`config.mk`:
```
export PLATFORM = sky130hd
export DESIGN_NAME = oqpsk_tx_sequencer
export DESIGN_NICKNAME = d
export VERILOG_FILES = /design/src/rtl/oqpsk_tx_sequencer.sv
export SDC_FILE = /design/constraint.sdc
export NUM_CORES = 1
export LEC_CHECK = 0
export ABC_CLOCK_PERIOD_IN_PS = 3600
export BUFFER_PORTS_ARGS = -buffer_cell sky130_fd_sc_hd__buf_2
export CAP_MARGIN = 20
export CELL_PAD_IN_SITES_DETAIL_PLACEMENT = 0
export CELL_PAD_IN_SITES_GLOBAL_PLACEMENT = 2
export CORE_MARGIN = 2
export CORE_UTILIZATION = 40
export CTS_CLUSTER_DIAMETER = 200
export DETAILED_ROUTE_END_ITERATION = 7
export PLACE_DENSITY = 0.87
export SYNTH_ARGS = -nofsm -noshare
export SYNTH_HDL_FRONTEND = slang
export SYNTH_SLANG_ARGS = --single-unit
```
`constraint.sdc`:
```
create_clock -name ACK -period 3.6 [get_ports ACK]
set_clock_uncertainty 0.1 [all_clocks]
set_input_delay 0.18 -clock ACK [delete_from_list [all_inputs] [get_ports ACK]]
set_output_delay 0.18 -clock ACK [all_outputs]
set_load 0.01 [all_outputs]
```
`src/rtl/oqpsk_tx_sequencer.sv`:
```
// Payload FIFO plus bit serializer driving the OQPSK modulator.
// Generates EN / REQ_SAMPLE / Bit_In and appends a zero flush tail.
module oqpsk_tx_sequencer #(
  parameter int DIV_W      = 16,
  parameter int SPB        = 32,
  parameter int FIFO_DEPTH = 4,
  parameter int FLUSH_BITS = 4
) (
  input  logic             ACK,
  input  logic             RST,
  input  logic [DIV_W-1:0] CFG_DIV,
  input  logic             START,
  input  logic             STOP,
  input  logic [7:0]       DIN,
  input  logic             DIN_VALID,
  output logic             DIN_READY,
  output logic             EN,
  output logic             REQ_SAMPLE,
  output logic             Bit_In,
  output logic             BUSY,
  output logic             UNDERRUN
);

  localparam int SW = (SPB > 1) ? $clog2(SPB) : 1;
  localparam int AW = (FIFO_DEPTH > 1) ? $clog2(FIFO_DEPTH) : 1;
  localparam int CW = $clog2(FIFO_DEPTH + 1);

  typedef enum logic [1:0] {S_IDLE, S_RUN, S_FLUSH} state_t;

  state_t           state_q, state_d;
  logic [7:0]       mem [FIFO_DEPTH];
  logic [AW-1:0]    wptr_q, wptr_d, rptr_q, rptr_d;
  logic [CW-1:0]    cnt_q, cnt_d;
  logic [DIV_W-1:0] div_q, div_d, tmr_q, tmr_d;
  logic [SW-1:0]    smp_q, smp_d;
  logic [7:0]       bcnt_q, bcnt_d, shr_q, shr_d;
  logic             stop_q, stop_d, unr_q, unr_d;

  logic push, pop, tick, bit_end, byte_end, start_ok, has_data;

  assign has_data = (cnt_q != '0);
  assign push     = DIN_VALID & DIN_READY;
  assign tick     = (state_q != S_IDLE) && (tmr_q == '0);
  assign bit_end  = tick && (smp_q == SW'(SPB - 1));
  assign byte_end = bit_end && (state_q == S_RUN) && (bcnt_q == 8'd7);
  assign start_ok = (state_q == S_IDLE) && START && has_data;
  assign pop      = start_ok | (byte_end & ~stop_q & has_data);

  always_ff @(posedge ACK or posedge RST) begin
    if (RST) begin
      state_q <= S_IDLE;
      wptr_q  <= '0;
      rptr_q  <= '0;
      cnt_q   <= '0;
      div_q   <= '0;
      tmr_q   <= '0;
      smp_q   <= '0;
      bcnt_q  <= '0;
      shr_q   <= '0;
      stop_q  <= 1'b0;
      unr_q   <= 1'b0;
    end else begin
      state_q <= state_d;
      wptr_q  <= wptr_d;
      rptr_q  <= rptr_d;
      cnt_q   <= cnt_d;
      div_q   <= div_d;
      tmr_q   <= tmr_d;
      smp_q   <= smp_d;
      bcnt_q  <= bcnt_d;
      shr_q   <= shr_d;
      stop_q  <= stop_d;
      unr_q   <= unr_d;
    end
  end

  // Storage needs no reset; emptiness lives in the pointers and count.
  always_ff @(posedge ACK) begin
    if (push) mem[wptr_q] <= DIN;
  end

  always_comb begin
    state_d = state_q;
    unique case (state_q)
      S_IDLE:  if (start_ok) state_d = S_RUN;
      S_RUN:   if (byte_end && (stop_q || !has_data)) state_d = S_FLUSH;
      S_FLUSH: if (bit_end && bcnt_q == 8'(FLUSH_BITS - 1)) state_d = S_IDLE;
      default: state_d = S_IDLE;
    endcase
  end

  always_comb begin
    wptr_d = push ? wptr_q + AW'(1) : wptr_q;
    rptr_d = pop ? rptr_q + AW'(1) : rptr_q;
    cnt_d  = cnt_q + CW'(push) - CW'(pop);
    div_d  = div_q;
    tmr_d  = tmr_q;
    smp_d  = smp_q;
    bcnt_d = bcnt_q;
    shr_d  = shr_q;
    stop_d = stop_q;
    unr_d  = unr_q;
    if (start_ok) begin
      div_d  = CFG_DIV;
      tmr_d  = CFG_DIV;
      smp_d  = '0;
      bcnt_d = '0;
      shr_d  = mem[rptr_q];
      stop_d = STOP;
      unr_d  = 1'b0;
    end else if (state_q != S_IDLE) begin
      if (tick) begin
        tmr_d = div_q;
        smp_d = smp_q + SW'(1);
      end else begin
        tmr_d = tmr_q - DIV_W'(1);
      end
      if (state_q == S_RUN && STOP) stop_d = 1'b1;
      if (bit_end && state_q == S_RUN) begin
        if (bcnt_q == 8'd7) begin
          bcnt_d = '0;
          if (stop_q) stop_d = 1'b0;
          else if (has_data) shr_d = mem[rptr_q];
          else unr_d = 1'b1;
        end else begin
          bcnt_d = bcnt_q + 8'd1;
          shr_d  = {shr_q[6:0], 1'b0};
        end
      end else if (bit_end) begin
        if (bcnt_q == 8'(FLUSH_BITS - 1)) begin
          bcnt_d = '0;
          tmr_d  = '0;
          smp_d  = '0;
        end else begin
          bcnt_d = bcnt_q + 8'd1;
        end
      end
    end
  end

  always_comb begin
    DIN_READY  = (cnt_q != CW'(FIFO_DEPTH));
    EN         = (state_q != S_IDLE);
    BUSY       = (state_q != S_IDLE);
    REQ_SAMPLE = tick;
    Bit_In     = (state_q == S_RUN) & shr_q[7];
    UNDERRUN   = unr_q;
  end

endmodule

```
==> out/summary.txt, run 1 <==
outcome - finished, final reports clean
max cap viols - 0
Final setup violation count - 0
1st-iter DRT viols - 199
IO Pins - 35
Worst Reg-to-Reg Cells - 13
Sink Count - 96
Ys Warns - 0
crit-path leading delay family - adder cells
Rows - 40
DR top layer - met4
clock period minus worst slack - 3316 ps
FF-to-FF End - cnt_q[2]$_DFF_PP0_
Seq pwr share - 49.7%
clock slew seen by the registers of the worst setup and hold paths - 70 ps
Placer Congestion - 0.7848
area leader, netlist - dfrtp_1
clock share of power - 37.5%
PostCTS Resize Cnt - 0
Net Switching - 0.7301 mW
ys flop type - dfrtp_1
Remaining DRCs - 0
Synth area leaders - dfrtp_1 33%, edfxtp_1 20%, nand2_1 7.8%
pwr dens - 452.2 mW/mm^2
Net Count, Synth - 489
Setup crit end kind - flip-flop
Placed Area - 0.005213 mm^2
Hold Path Origin - DIN_VALID
critical path class - reg -> reg
Buf+Inv Stages, Crit Path - 2
top-count cell post-synth - nand2_1
WHS Endpoint - wptr_q[0]$_DFFE_PP0P_
largest net degree at the start of global routing - 65
Least-Margin Pin Slew - 849.8 ps
Worst Slack Setup Final - 284.4 ps
fill cell count - 1102
routed length per instance - 16.09 um
setup TNS - 0 ps
Netlist cell types - 59
Reg area - 0.002562 mm^2
hold depth - 3
Non-Filler Instances - 657
hold-fix buffers at CTS - 25
Post-DRT Antenna Nets - 0
r2r setup slk - 280 ps
crit-path max cell delay - 480 ps
fin crit share - 92.10%
hold slack final - 105.9 ps
CTS tree - done
Sw Ratio - 28.03%
Commonest cells post-synth - 102 x nand2_1, 64 x dfrtp_1, 32 x edfxtp_1
Leak Pwr - 2.401 nW
sequential share of the synthesized area - 52.26%
power share of the combinational group - 12.8%
H-tree levels - 3
Via Count - 3541
Avg Inst Size Synth - 10.95 um^2
Hold Vio Cnt, Final - 0
GRT overflow - 0
all-layer global routing usage - 17.39%
Synth Register Bits - 96
vias per inst - 5.390
First-pass DRT Iterations - 4
Multi-input gate area - 0.002168 mm^2
die area - 0.01316 mm^2
P&R area growth vs syn - 17.48%
ANT cells - 0
Syn Inst Count - 448
FMAX - 301.6 MHz
worst r2r src - smp_q[0]$_DFFE_PP0N_
internal power - 1.875 mW
critical-path maximum fanout - 6
Worst Setup Start Kind - flip-flop
max-slew violation count - 0
DP Worst Slack - 324.5 ps
Peak supply drop - 0.3751 mV
met3 wire len - 346 um
worst relative slew slack - 43.21%
Netlist Area Pre-Place - 0.004903 mm^2
slowest stage cell, crit path - nor4b_1
Final Core Density - 47.96%
area fraction of the dominant cell type after synthesis - 32.66%
Tot Pwr - 2.605 mW
first-pass GRT wire length - 17860 um
WL met1 - 5389 um
worst endpoint required time - 3780 ps
post-DP HPWL - 7235 um
Max Root-Sink Buffers - 2
layout cells sized above 1 - 19.61%
setup repair bufs after CTS - 0
crit-path cells - ha_1 -> and3_1 -> ha_1 -> nand4_1 -> nor4b_1 -> or2_2 -> ha_1 -> inv_1 -> ha_1 -> inv_1 -> fa_1 -> xnor2_1 -> xnor2_1
Root Buffer - clkbuf_16
die height - 114.7 um
Hold/Removal Path Class - in -> reg
Post-synth EDFFs - 32
most frequent CP cell - ha_1
total CTS buffers - 9
RSZ-0062 raised after global routing - no
antenna violations before repair - 0
FFs w/ async S/R, synth - 66.67%
post-route cell area - 0.005761 mm^2
met2 wire len - 4679 um
worst skew pair latency - 350 ps
final wirelength - 10570 um
vias in the first global route - 3504
Worst EP arrival - 3490 ps
nets - 546
# placed instances - 616
IO Port Bufs - 34
Die Wd - 114.7 um
Initial Util - 40.82%
Core Box Area - 0.01201 mm^2
## state kept, by name (all words and copies together), names as in the netlist, 2 cells and up
signal   count
mem         32
div_q       16
tmr_q       16
bcnt_q       8
shr_q        8
smp_q        5
cnt_q        3
rptr_q       2
state_q      2
wptr_q       2
## worst max path at each step
stage	to	cells after the start	slack [ps]	from
after floorplan	cnt_q[2]$_DFF_PP0_	13	690	tmr_q[0]$_DFFE_PP0N_
after global placement	cnt_q[2]$_DFF_PP0_	13	460	smp_q[0]$_DFFE_PP0N_
after detailed placement	cnt_q[2]$_DFF_PP0_	13	320	smp_q[0]$_DFFE_PP0N_
after CTS	cnt_q[2]$_DFF_PP0_	13	290	smp_q[0]$_DFFE_PP0N_
after global routing	cnt_q[2]$_DFF_PP0_	13	50	tmr_q[0]$_DFFE_PP0N_
final	cnt_q[2]$_DFF_PP0_	13	280	smp_q[0]$_DFFE_PP0N_
## per-layer routing
metal	GRT usage (%)	up-vias
li1	-	1757
met3	3.759	14
met4	5.703	0
met1	25.80	1711
met5	0	-
met2	25.48	59
## cells by family after synthesis
kind of cell / after synthesis / synth area share (%)
AND/OR/NAND/NOR: 185 / 18.60
adder cells (fa/ha/maj): 12 / 3.215
flip-flops: 96 / 52.26
buffers and inverters: 37 / 3.521
XOR/XNOR: 17 / 3.036
AO/OA/AOI/OAI: 75 / 11.58
multiplexers: 26 / 7.782
## area by class of cell
| class | instances | area share, % |
|---|---|---|
| clock buffers | 9 | 3.910 |
| clock inverters | 7 | 1.260 |
| inverters | 14 | 0.9123 |
| multi-input cells | 315 | 37.64 |
| flip-flops and latches | 96 | 44.48 |
| well taps | 147 | 3.193 |
| repair buffers | 69 | 8.601 |
## worst min-delay path: cells and delay by family
kind,cells,cell delay (ps)
AND/OR/NAND/NOR,1,140
XOR/XNOR,1,80
buffers and inverters,1,120
## power by group through the flow
stage                     clock, mW  combinational [mW]  sequential (mW)
after CTS                     0.999               0.342             1.30
after detailed placement          0               0.320             1.32
final                         0.977               0.332             1.30
after floorplan                   0               0.215             1.30
after global routing           1.04               0.378             1.31
after global placement            0               0.310             1.31
## cell usage in the layout (no fill, tap or decap), types with 3 or more instances in the layout
cell type / instances
xnor2_1: 10
nand3_1: 16
dlygate4sd3_1: 25
mux2_2: 16
nor2b_1: 4
xor2_1: 7
nand2_1: 102
inv_8: 5
nand4_1: 7
edfxtp_1: 32
nor3_1: 10
or4_1: 3
a31oi_1: 16
buf_2: 34
mux4_2: 8
a221oi_1: 12
dfrtp_1: 64
clkbuf_16: 9
a21oi_1: 9
nor2_1: 12
inv_1: 13
o21ai_0: 15
and3_1: 8
nor4b_1: 4
buf_4: 10
nor4_1: 4
ha_1: 11
a32oi_1: 4
(Power assumes the default switching activity.)
==> run 2, diff against run 1 <==
--- a/config.mk
+++ b/config.mk
@@ -10,11 +10,13 @@
 export CAP_MARGIN = 20
 export CELL_PAD_IN_SITES_DETAIL_PLACEMENT = 0
 export CELL_PAD_IN_SITES_GLOBAL_PLACEMENT = 2
-export CORE_MARGIN = 2
-export CORE_UTILIZATION = 40
+export CORE_ASPECT_RATIO = 1.4
+export CORE_MARGIN = 4
+export CORE_UTILIZATION = 42
+export CTS_BUF_LIST = sky130_fd_sc_hd__clkbuf_8
 export CTS_CLUSTER_DIAMETER = 200
 export DETAILED_ROUTE_END_ITERATION = 7
-export PLACE_DENSITY = 0.87
+export PLACE_DENSITY = 0.9
 export SYNTH_ARGS = -nofsm -noshare
 export SYNTH_HDL_FRONTEND = slang
 export SYNTH_SLANG_ARGS = --single-unit
==> out/summary.txt, run 2 (synthesis gave the netlist of run 1 again) <==
worst r2r src - smp_q[0]$_DFFE_PP0N_
Max Root-Sink Buffers - 2 (unchanged)
layout cells sized above 1 - 19.77% (+0.16 points)
Top reg by flops - mem
pwr dens - 417.8 mW/mm^2 (-7.6%)
max-slew violation count - 0 (unchanged)
First-pass DRT Iterations - 7 (+3)
Rows - 46 (+15%)
Die Wd - 99.32 um (-13%)
clock period minus worst slack - 3155 ps (-161.0 ps)
worst skew pair latency - 380 ps (+30 ps)
Tot Pwr - 2.373 mW (-8.9%)
Setup crit end kind - flip-flop
largest net degree at the start of global routing - 38 (-42%)
Final setup violation count - 0 (unchanged)
max FFs per register - 32 (unchanged)
Multi-input gate area - 0.002168 mm^2 (unchanged)
internal power - 1.664 mW (-11%)
clock slew seen by the registers of the worst setup and hold paths - 120 ps (+50 ps)
Placer Congestion - 0.8356 (+6.5%)
PostCTS Resize Cnt - 0 (unchanged)
CTS tree - done
Peak supply drop - 0.3408 mV (-9.1%)
Worst Reg-to-Reg Cells - 13 (unchanged)
setup TNS - 0 ps (unchanged)
H-tree levels - 3 (unchanged)
Post-DRT Antenna Nets - 0 (unchanged)
IO Pins - 35 (unchanged)
P&R area growth vs syn - 15.82%
Worst Setup Start Kind - flip-flop
all-layer global routing usage - 17.33% (-0.060 points)
nets - 547 (+0.18%)
max cap viols - 0 (unchanged)
top flop regs - mem: 32 flops, div_q: 16 flops, tmr_q: 16 flops
ANT cells - 0 (unchanged)
Initial Util - 43.03% (+2.2 points)
Sw Ratio - 29.87% (+1.8 points)
critical-path maximum fanout - 6 (unchanged)
RSZ-0062 raised after global routing - no
power share of the combinational group - 14.3% (+1.5 points)
Final Core Density - 49.84% (+1.9 points)
Worst EP arrival - 3320 ps (-170 ps)
Net Switching - 0.7087 mW (-2.9%)
GRT overflow - 0 (unchanged)
met3 wire len - 397 um (+15%)
fin crit share - 87.63% (-4.5 points)
Crit. Startpoint - smp_q[0]$_DFFE_PP0N_
post-route cell area - 0.005679 mm^2 (-1.4%)
outcome - finished, final reports clean
Reg area - 0.002562 mm^2 (unchanged)
DR top layer - met4
Seq pwr share - 54.6% (+4.9 points)
most frequent cells in the layout - 102 x nand2_1, 64 x dfrtp_1, 34 x buf_2
Core Box Area - 0.01140 mm^2 (-5.1%)
die height - 135.8 um (+18%)
IO Port Bufs - 34 (unchanged)
total CTS buffers - 9 (unchanged)
hold depth - 3 (unchanged)
WL met1 - 4723 um (-12%)
Non-Filler Instances - 655 (-0.30%)
1st-iter DRT viols - 152 (-24%)
clock share of power - 31.1% (-6.4 points)
Root Buffer - clkbuf_8
antenna violations before repair - 0 (unchanged)
vias in the first global route - 3766 (+7.5%)
Least-Margin Pin Slew - 898.6 ps (+48.79 ps)
Hold/Removal Path Class - in -> reg
worst relative slew slack - 39.95% (-3.3 points)
Placed Area - 0.005216 mm^2 (about the same)
final wirelength - 10810 um (+2.2%)
FMAX - 317.0 MHz (+5.1%)
# placed instances - 614 (-0.32%)
Hold Vio Cnt, Final - 0 (unchanged)
most frequent CP cell - ha_1
slowest stage cell, crit path - dfrtp_1
worst endpoint required time - 3770 ps (about the same)
most common cell after layout, fill and taps aside - nand2_1
Sink Count - 96 (unchanged)
crit-path cells - ha_1 -> and3_1 -> ha_1 -> nand4_1 -> nor4b_1 -> or2_2 -> ha_1 -> inv_1 -> ha_1 -> inv_1 -> fa_1 -> xnor2_1 -> xnor2_1
die area - 0.01349 mm^2 (+2.5%)
post-DP HPWL - 7480 um (+3.4%)
fill cell count - 1057 (-4.1%)
routed length per instance - 16.50 um (+2.6%)
met2 wire len - 5464 um (+17%)
vias per inst - 5.580 (+3.5%)
crit-path max cell delay - 400 ps (-80 ps)
Leak Pwr - 2.367 nW (-1.4%)
critical path class - reg -> reg
Via Count - 3655 (+3.2%)
Remaining DRCs - 0 (unchanged)
Hold Path Origin - DIN_VALID
first-pass GRT wire length - 18620 um (+4.2%)
-- run 2: cell count changes in the layout (fill, tap and decap cells not counted), sizes merged --
cell | previous run | this run
inv | 20 | 18
buf | 44 | 45
clkinv | 0 | 3
clkinvlp | 1 | 0
-- run 2: repair_timing --
action,CTS,global route
hold buffers,25,0
endpoints found under the hold margin,98,0
setup endpoints to repair,0,0
setup buffers,0,0
-- run 2: metal layers --
layer	vias up	GRT usage (%)
met5	-	0
met4	0	6.378
met3	16	3.029
met2	80	29.22
met1	1807	22.33
li1	1752	-
-- run 2: final timing paths --
kind | end | slack, ps
max in group asynchronous | div_q[9]$_DFFE_PP0P_ | 2070
max | cnt_q[2]$_DFF_PP0_ | 450
min reg2reg | div_q[5]$_DFFE_PP0P_ | 390
max reg2reg | cnt_q[2]$_DFF_PP0_ | 450
min in group asynchronous | bcnt_q[3]$_DFFE_PP0P_ | 390
min | wptr_q[0]$_DFFE_PP0P_ | 70
-- run 2: layout make-up --
class / instances / area share, %
sequential: 96 / 45.12
tap: 144 / 3.173
inverter: 14 / 0.9253
multi-input combinational: 315 / 38.18
timing repair buffer: 70 / 8.857
clock buffer: 9 / 2.181
clock inverter: 7 / 1.564
-- run 2: power groups by stage --
stage,logic [mW],clock network (mW),registers (mW)
finish,0.340,0.739,1.29
global placement,0.314,0,1.31
floorplan,0.215,0,1.30
CTS,0.348,0.759,1.30
detailed placement,0.326,0,1.32
global route,0.385,0.801,1.31
-- run 2: stage by stage --
step                      setup WS (ps)  hold WS (ps)
after floorplan                   693.0         178.9
after global placement            525.4         285.3
after detailed placement          406.8         290.2
after CTS                         404.9         60.98
after global routing              181.1         74.21
final                             445.5         66.94
-- run 2: critical path, delay by kind of cell, from the launching register on --
family | cells | cell delay [ps]
xor gates and xnor gates | 2 | 270
DFF | 1 | 400
buffers and inverters | 2 | 110
and+or+nand+nor | 4 | 960
adders and majority gates | 5 | 1220
